==> config.mk <==
export PLATFORM = sky130hd
export DESIGN_NAME = serial_alu_multiword
export DESIGN_NICKNAME = d
export VERILOG_FILES = /design/src/rtl/serial_alu_multiword.sv
export SDC_FILE = /design/constraint.sdc
export NUM_CORES = 1
export LEC_CHECK = 0
export ABC_AREA = 1
export BUFFER_PORTS_ARGS = -buffer_cell sky130_fd_sc_hd__buf_4
export CORE_ASPECT_RATIO = 0.75
export CORE_MARGIN = 2
export CORE_UTILIZATION = 53
export CTS_CLUSTER_SIZE = 24
export DETAILED_ROUTE_END_ITERATION = 10
export PLACE_DENSITY = 0.79
export SYNTH_ARGS = -nofsm -noshare
export SYNTH_HDL_FRONTEND = slang
export SYNTH_SLANG_ARGS = --single-unit
==> constraint.sdc <==
create_clock -name clk -period 3.9 [get_ports clk]
set_input_delay 0.78 -clock clk [delete_from_list [all_inputs] [get_ports clk]]
set_output_delay 0.78 -clock clk [all_outputs]
set_load 0.005 [all_outputs]
==> src/rtl/serial_alu_multiword.sv <==
// Bit-serial multiword ALU: NSHIFT bits per advance, LSB digit first, with arg2 sign/zero extension.
// Define SERIAL_ALU_SHIFT_EN to enable opcodes 8 (SHL1) and 9 (RCL1); otherwise they decode as MOV.
module serial_alu_multiword #(
   parameter int NSHIFT    = 2,
   parameter int REG_BITS  = 8,
   parameter int MAX_WORDS = 2,
   localparam int DPW = REG_BITS / NSHIFT,
   localparam int CW  = ($clog2(MAX_WORDS * DPW) > 1) ? $clog2(MAX_WORDS * DPW) : 1,
   localparam int WW  = ($clog2(MAX_WORDS) > 1) ? $clog2(MAX_WORDS) : 1
) (
   input  logic              clk,
   input  logic              reset,
   input  logic              start,
   input  logic [3:0]        op,
   input  logic [WW-1:0]     words_m1,
   input  logic [WW-1:0]     arg2_words_m1,
   input  logic              sext2,
   input  logic              advance,
   input  logic [NSHIFT-1:0] data_in1,
   input  logic [NSHIFT-1:0] data_in2,
   output logic [NSHIFT-1:0] data_out,
   output logic              out_valid,
   output logic              busy,
   output logic              op_done,
   output logic [CW-1:0]     counter,
   output logic              flag_c,
   output logic              flag_v,
   output logic              flag_s,
   output logic              flag_z
);

   typedef enum logic {IDLE, RUN} state_t;

   state_t            state_q, state_d;
   logic [3:0]        op_q, op_d;
   logic [WW-1:0]     wm1_q, wm1_d, a2m1_q, a2m1_d;
   logic              sext2_q, sext2_d;
   logic [CW-1:0]     counter_q, counter_d;
   logic              carry_q, carry_d, sign2_q, sign2_d, zero_q, zero_d;
   logic              flag_c_q, flag_c_d, flag_v_q, flag_v_d;
   logic              flag_s_q, flag_s_d, flag_z_q, flag_z_d;

   logic              is_ext, is_last, arith, inv, cin0, cin, cout, c_msb, digit_zero;
   logic [NSHIFT-1:0] b_eff, bx, res;
   logic [NSHIFT:0]   sum;
`ifdef SERIAL_ALU_SHIFT_EN
   logic [NSHIFT:0]   shl;
`endif

   always_comb begin
      // Index arithmetic done in int so the digit bounds cannot wrap in CW bits.
      is_ext  = int'(counter_q) >= (int'(a2m1_q) + 1) * DPW;
      is_last = int'(counter_q) == (int'(wm1_q) + 1) * DPW - 1;
      arith   = (op_q < 4'd4);
      inv     = (op_q == 4'd1) || (op_q == 4'd3);
      case (op_q)
         4'd1:       cin0 = 1'b1;
         4'd2, 4'd3: cin0 = flag_c_q;
`ifdef SERIAL_ALU_SHIFT_EN
         4'd9:       cin0 = flag_c_q;
`endif
         default:    cin0 = 1'b0;
      endcase
      cin   = (counter_q == '0) ? cin0 : carry_q;
      b_eff = is_ext ? {NSHIFT{sext2_q & sign2_q}} : data_in2;
      bx    = inv ? ~b_eff : b_eff;
      sum   = {1'b0, data_in1} + {1'b0, bx} + {{NSHIFT{1'b0}}, cin};
      c_msb = data_in1[NSHIFT-1] ^ bx[NSHIFT-1] ^ sum[NSHIFT-1];
`ifdef SERIAL_ALU_SHIFT_EN
      shl   = {data_in1, cin};
`endif
      cout  = 1'b0;
      case (op_q)
         4'd0, 4'd1, 4'd2, 4'd3: begin
            res  = sum[NSHIFT-1:0];
            cout = sum[NSHIFT];
         end
         4'd4: res = data_in1 & b_eff;
         4'd5: res = data_in1 | b_eff;
         4'd6: res = data_in1 ^ b_eff;
`ifdef SERIAL_ALU_SHIFT_EN
         4'd8, 4'd9: begin
            res  = shl[NSHIFT-1:0];
            cout = shl[NSHIFT];
         end
`endif
         default: res = b_eff;
      endcase
      digit_zero = (res == '0);
   end

   assign busy      = (state_q == RUN);
   assign out_valid = busy & advance;
   assign op_done   = out_valid & is_last;
   assign data_out  = out_valid ? res : '0;
   assign counter   = counter_q;
   assign flag_c    = flag_c_q;
   assign flag_v    = flag_v_q;
   assign flag_s    = flag_s_q;
   assign flag_z    = flag_z_q;

   always_comb begin
      state_d   = state_q;
      op_d      = op_q;
      wm1_d     = wm1_q;
      a2m1_d    = a2m1_q;
      sext2_d   = sext2_q;
      counter_d = counter_q;
      carry_d   = carry_q;
      sign2_d   = sign2_q;
      zero_d    = zero_q;
      flag_c_d  = flag_c_q;
      flag_v_d  = flag_v_q;
      flag_s_d  = flag_s_q;
      flag_z_d  = flag_z_q;
      case (state_q)
         IDLE: if (start) begin
            op_d      = op;
            wm1_d     = words_m1;
            a2m1_d    = arg2_words_m1;
            sext2_d   = sext2;
            counter_d = '0;
            zero_d    = 1'b1;
            state_d   = RUN;
         end
         RUN: if (advance) begin
            counter_d = counter_q + CW'(1);
            carry_d   = cout;
            zero_d    = zero_q & digit_zero;
            if (!is_ext) sign2_d = data_in2[NSHIFT-1];
            if (is_last) begin
               flag_c_d = cout;
               flag_v_d = arith & (c_msb ^ cout);
               flag_s_d = res[NSHIFT-1];
               flag_z_d = zero_q & digit_zero &
                          (((op_q == 4'd2) || (op_q == 4'd3)) ? flag_z_q : 1'b1);
               state_d  = IDLE;
            end
         end
         default: state_d = IDLE;
      endcase
   end

   always_ff @(posedge clk or posedge reset) begin
      if (reset) begin
         state_q   <= IDLE;
         op_q      <= '0;
         wm1_q     <= '0;
         a2m1_q    <= '0;
         sext2_q   <= 1'b0;
         counter_q <= '0;
         carry_q   <= 1'b0;
         sign2_q   <= 1'b0;
         zero_q    <= 1'b0;
         flag_c_q  <= 1'b0;
         flag_v_q  <= 1'b0;
         flag_s_q  <= 1'b0;
         flag_z_q  <= 1'b0;
      end else begin
         state_q   <= state_d;
         op_q      <= op_d;
         wm1_q     <= wm1_d;
         a2m1_q    <= a2m1_d;
         sext2_q   <= sext2_d;
         counter_q <= counter_d;
         carry_q   <= carry_d;
         sign2_q   <= sign2_d;
         zero_q    <= zero_d;
         flag_c_q  <= flag_c_d;
         flag_v_q  <= flag_v_d;
         flag_s_q  <= flag_s_d;
         flag_z_q  <= flag_z_d;
      end
   end

endmodule
Word-level counts from Yosys, hierarchy flattened
Index checks and enable logic that the tools add are counted.
{ "word_totals": {"mem_count": 0, "word_cells": 75, "output_inout_bits": 12, "latch_bits": 0, "mem_bits_ro": 0, "register_bits": 18, "input_bits": 15, "mem_bits_rw": 0} }
{ "op_classes": {"muxes": 18, "magnitude_cmp": 2, "n_reduce_logical": 12, "bitwise_logic": 15, "shift": 0, "addsub": 6, "mul": 0, "div": 0, "eq_ne": 9} }
{ "ops": {"columns": ["cell", "n"], "rows": [
  ["4-bit by 3-bit == test with 1-bit output (second input constant)", 3],
  ["4-bit by 2-bit == test with 1-bit output (second input constant)", 2],
  ["1-bit two-way mux", 8],
  ["2-bit one-hot mux with 4 select lines", 1],
  ["1-bit AND", 6],
  ["2-bit two-way mux", 3],
  ["3-bit two-way mux", 2],
  ["1-bit one-hot mux with 2 select lines", 3],
  ["3-bit one-hot mux with 2 select lines", 1],
  ["2-bit AND reduction", 3],
  ["3-bit AND reduction", 2],
  ["4-bit by 5-bit == test with 1-bit output", 1],
  ["4-bit by 1-bit subtractor with 5-bit output (second input constant)", 1],
  ["1-bit by 1-bit adder with 2-bit output (second input constant)", 2],
  ["4-bit by 1-bit == test with 1-bit output (second input constant)", 1],
  ["3-bit by 4-bit greater-or-equal comparator with 1-bit output", 1],
  ["4-bit zero test", 1],
  ["4-bit by 3-bit < comparator with 1-bit output (second input constant)", 1],
  ["2-bit inequality test (second input constant)", 2],
  ["4-bit OR reduction", 1],
  ["2-bit by 2-bit adder with 3-bit output", 1],
  ["3-bit by 1-bit adder with 3-bit output", 1],
  ["3-bit by 1-bit adder with 3-bit output (second input constant)", 1],
  ["3-bit zero test", 1],
  ["other kinds (9)", 13]
]} }

Logic depth before layout (Yosys ltp)
{ "logic_depth": {"ltp_word": 12, "depth_mapped": 15, "depth_no_buf": 15} }

Worst setup path after synthesis
No wires, ideal clock.
{ "synth_timing": {"kind": "in2out", "startpoint": "input data_in2[0]", "endpoint": "output data_out[1]", "t_required_ns": 3.120, "slack_ns": 0.739, "path_buffers": 0, "path_stages": 11, "t_arrival_ns": 2.381, "cell_sequence": "nand2_2 > nand2_2 > xor2_1 > fa_1 > fa_1 > nand2_1 > nand2_1 > nor2_4 > nand2_2 > inv_2 > nor2_1"} }
{ "synth_between": {"elab_chain_len": 7} }
{ "synth_rtl": {"columns": ["element", "line", "source"], "rows": [
  ["from (decl)", "20", "input logic [NSHIFT-1:0] data_in2,"],
  ["2-bit two-way mux (*)", "65", "b_eff = is_ext ? {NSHIFT{sext2_q & sign2_q}} : data_in2;"],
  ["2-bit NOT", "66", "bx = inv ? ~b_eff : b_eff;"],
  ["2-bit two-way mux (*)", "66", null],
  ["2-bit by 2-bit adder with 3-bit output (*)", "67", "sum = {1'b0, data_in1} + {1'b0, bx} + {{NSHIFT{1'b0}}, cin};"],
  ["3-bit by 1-bit adder with 3-bit output (*)", "67", null],
  ["2-bit one-hot mux with 4 select lines (*)", "73", "case (op_q)"],
  ["2-bit two-way mux (*)", "95", "assign data_out = out_valid ? res : '0;"],
  ["to (decl)", "21", "output logic [NSHIFT-1:0] data_out,"]
]} }
Mark *: on every way between the ends. The rest lies on a longest branch, timed or not.

Final worst setup path
{ "layout_timing": {"startpoint": "register counter_q[0], in the netlist counter[0]", "endpoint": "output data_out[1]"} }
{ "layout_between": {"elab_chain_len": 8, "word_cells_on_any_way": 13} }
{ "layout_rtl": {"columns": ["element", "line", "source"], "rows": [
  ["from (decl)", "38", "logic [CW-1:0] counter_q, counter_d;"],
  ["from (signal assigned)", "165", "counter_q <= counter_d;"],
  ["3-bit by 4-bit greater-or-equal comparator with 1-bit output", "52", "is_ext = int'(counter_q) >= (int'(a2m1_q) + 1) * DPW;"],
  ["2-bit two-way mux", "65", null],
  ["2-bit NOT", "66", null],
  ["2-bit two-way mux", "66", null],
  ["2-bit by 2-bit adder with 3-bit output", "67", null],
  ["3-bit by 1-bit adder with 3-bit output", "67", null],
  ["2-bit one-hot mux with 4 select lines (*)", "73", null],
  ["2-bit two-way mux (*)", "95", null]
]} }
Marks and branches as above.

==> flow_metrics.tcl <==
set metrics [dict create \
    timing.setup.tns_ns 0 \
    vdd_ir_drop_max_mv 0.469 \
    port_buffers 26 \
    multi_input_area_sq_um 631 \
    layout_min_cycle_time_ns 3.70 \
    area_delta_synth_final_pct 22.0 \
    p_leak_nw 0.763 \
    final_core_util_pct 69.7 \
    crit_fanout 3 \
    tritoncts "yes" \
    maxCapViolCount 0 \
    fp.dieArea_sq_um 2610 \
    drc 0 \
    finalMaxSlewViolations 0 \
    cpMostUsedCell "nand2_1" \
    groute.layer.met2.usage_pct 35.7 \
    antenna_left 0 \
    start_kind "register" \
    worstPathRequired_ns 3.12 \
    fp.dieW_um 58.3 \
    crit_family "adder cells" \
    io_pins 27 \
    grt-busiest-layer "met2" \
    cp_slowest_stage_delay_ns 0.53 \
    grtUsageTotal_pct 22.0 \
    pre_cts_ws_ns 0.449 \
    clk_path_buf_depth 2 \
    avgSynthCellArea_sq_um 8.08 \
    final_area_sq_um 1430 \
    p_total_mw 1.17 \
    setup_viol 0 \
    power_density_nw_per_um2 821 \
    cts_setup_buffers 0 \
    finalWeightedCongestion 0.855 \
    start_util_pct 57.1 \
    status "completed" \
    grt_antenna_before_repair 0 \
    register_area_sq_um 450 \
    cts-resized-gates 0 \
    syn-num-nets 169 \
    firstDrtPassIters 4 \
    finalNonFillerCells 198 \
    layout.nets 199 \
    final_layout_size_suffix_gt1_share_pct 31.6 \
    rsz0062_at_grt "no" \
    finalHoldViolations 0 \
    synth_cells 145 \
    end_kind "primary output" \
    dp_hpwl_um 1970 \
    fin_ws_ns 0.198 \
    die_h_um 44.7 \
    grt_use_met1_pct 29.2 \
    h-tree-depth 1 \
    skew_ns 0.0171 \
    hp-class "register to register" \
    synthesis.area_sq_um 1170 \
    drtIter0Drc 58 \
    dpl-instance-area_sq_um 1390 \
    fillers 171 \
    cp.buffers_inverters 3 \
    insertion_delay_ns 0.30 \
    fin_hold_ws_ns 0.509 \
    num_antenna_cells 0 \
    critical_path_class "register to primary output" \
    global_route.usage.met3_pct 5.16 \
    core-area_sq_um 2050 \
    postCtsHoldBufs 0 \
    worst_slew_pin_slew_ns 0.663 \
    num_vias 995 \
    grt-ovfl-total 0 \
    root_buffer "clkbuf_4" \
    yosys_warnings 0 \
    cts.sinks 18 \
    ys_seq_area_share_pct 38.5 \
    max_freq_mhz 270 \
    fp-row-count 14 \
    ys_ff_latch 18 \
    period_share_pct 94.9 \
    cpMaxStageDelayCell "fa_1" \
    cts_made_buffers 3 \
    grt_pass1_wl_um 4230 \
    wl_um 2500 \
    cp_data_arrival_time_ns 2.92 \
    slew_headroom_pct 55.7 \
    avgRoutedWirePerCell_um 12.6 \
    clk_pin_slew_ns 0.12 \
    grt_pass1_vias 966 \
    worstPathCellList "inv_1, ha_1, nand2_1, a221oi_1, a21oi_1, fa_1, fa_1, nand2_1, nand2_1, nor2_4, nand2_2, inv_2, nor2_1, buf_4" \
    dp.cells 194 \
    yosysUniqueCellTypes 24 \
    grt_max_degree 19 \
    via_per_inst 5.03 \
]
[final timing paths]
kind / startpoint / endpoint / slack (ns) / cells after the start
max in group asynchronous: reset / flag_v / 2.90 / 2
min in group asynchronous: reset / counter[2] / 0.56 / 2
min reg2reg: wm1_q / wm1_q / 0.51 / 2
min: wm1_q / wm1_q / 0.51 / 2
max reg2reg: counter[0] / flag_v / 1.19 / 10
max: counter[0] / data_out[1] / 0.20 / 14
[synthesized netlist by cell type]
library cell	n	area (sq um)
a21oi_1	2	10.0
nor2_1	17	63.8
nor2_4	3	33.8
fa_1	2	40.0
nand3_4	1	17.5
inv_2	8	30.0
clkbuf_1	1	3.75
a221oi_1	1	8.76
xnor2_1	2	17.5
ha_1	7	87.6
nand2_2	6	37.5
nand2_1	33	124
nand3_2	2	20.0
nand3b_1	1	7.51
o31ai_1	1	7.51
o21ai_0	7	35.0
nand2_4	2	22.5
o21ai_1	3	15.0
nand3_1	6	30.0
dfrtp_1	18	450
o21bai_1	1	7.51
xor2_1	3	26.3
inv_1	15	56.3
nor2_2	3	18.8
[layout by cell type (no fill, tap or decap), types with 2 or more instances in the layout]
cell,netlist,final
xor2_1,3,3
clkbuf_4,0,3
a21oi_1,2,2
o21ai_1,3,3
nand3_2,2,2
buf_4,0,26
nand2_2,6,6
nor2_2,3,3
ha_1,7,7
nand2_1,33,33
nor2_4,3,3
nand2_4,2,2
inv_1,15,15
inv_2,8,8
fa_1,2,2
o21ai_0,7,7
nor2_1,17,17
dfrtp_1,18,18
xnor2_1,2,2
nand3_1,6,6
[registers in the layout, indices dropped and copies added (netlist names)]
name,flops
op_q,4
counter,3
a2m1_q,1
busy,1
carry_q,1
flag_c,1
flag_s,1
flag_v,1
flag_z,1
sext2_q,1
sign2_q,1
wm1_q,1
zero_q,1
[kinds of logic after synthesis]
family,after synthesis,synth area share (%)
AND/OR/NAND/NOR,74,32.1
buffers and inverters,24,7.69
XOR/XNOR,5,3.74
AO/OA/AOI/OAI,15,7.16
flip-flops,18,38.5
adder cells (fa/ha/maj),9,10.9
[tightest hold or removal path: cells and delay by family (launching register included)]
kind / cells / cell delay, ns
simple gates: 2 / 0.11
flops: 1 / 0.37
[routing by layer]
layer / vias to the layer above / wire length (um)
met5: - / 0
met4: 0 / 29
met3: 5 / 172
met2: 40 / 1190
met1: 446 / 1110
li1: 504 / -
[where the power goes]
group / internal [mW] / switching [mW] / total [mW]
Combinational: 0.303 / 0.407 / 0.710
Clock: 0.0569 / 0.0608 / 0.118
Sequential: 0.272 / 0.0727 / 0.345
[area by class of cell]
cell class / instances / share of cell area (%)
inverter: 23 / 6.04
clock buffer: 4 / 2.54
multi-input combinational: 103 / 44.1
sequential: 18 / 31.5
tap: 24 / 2.10
timing repair buffer: 26 / 13.7
Power figures use the tool's default switching activity.
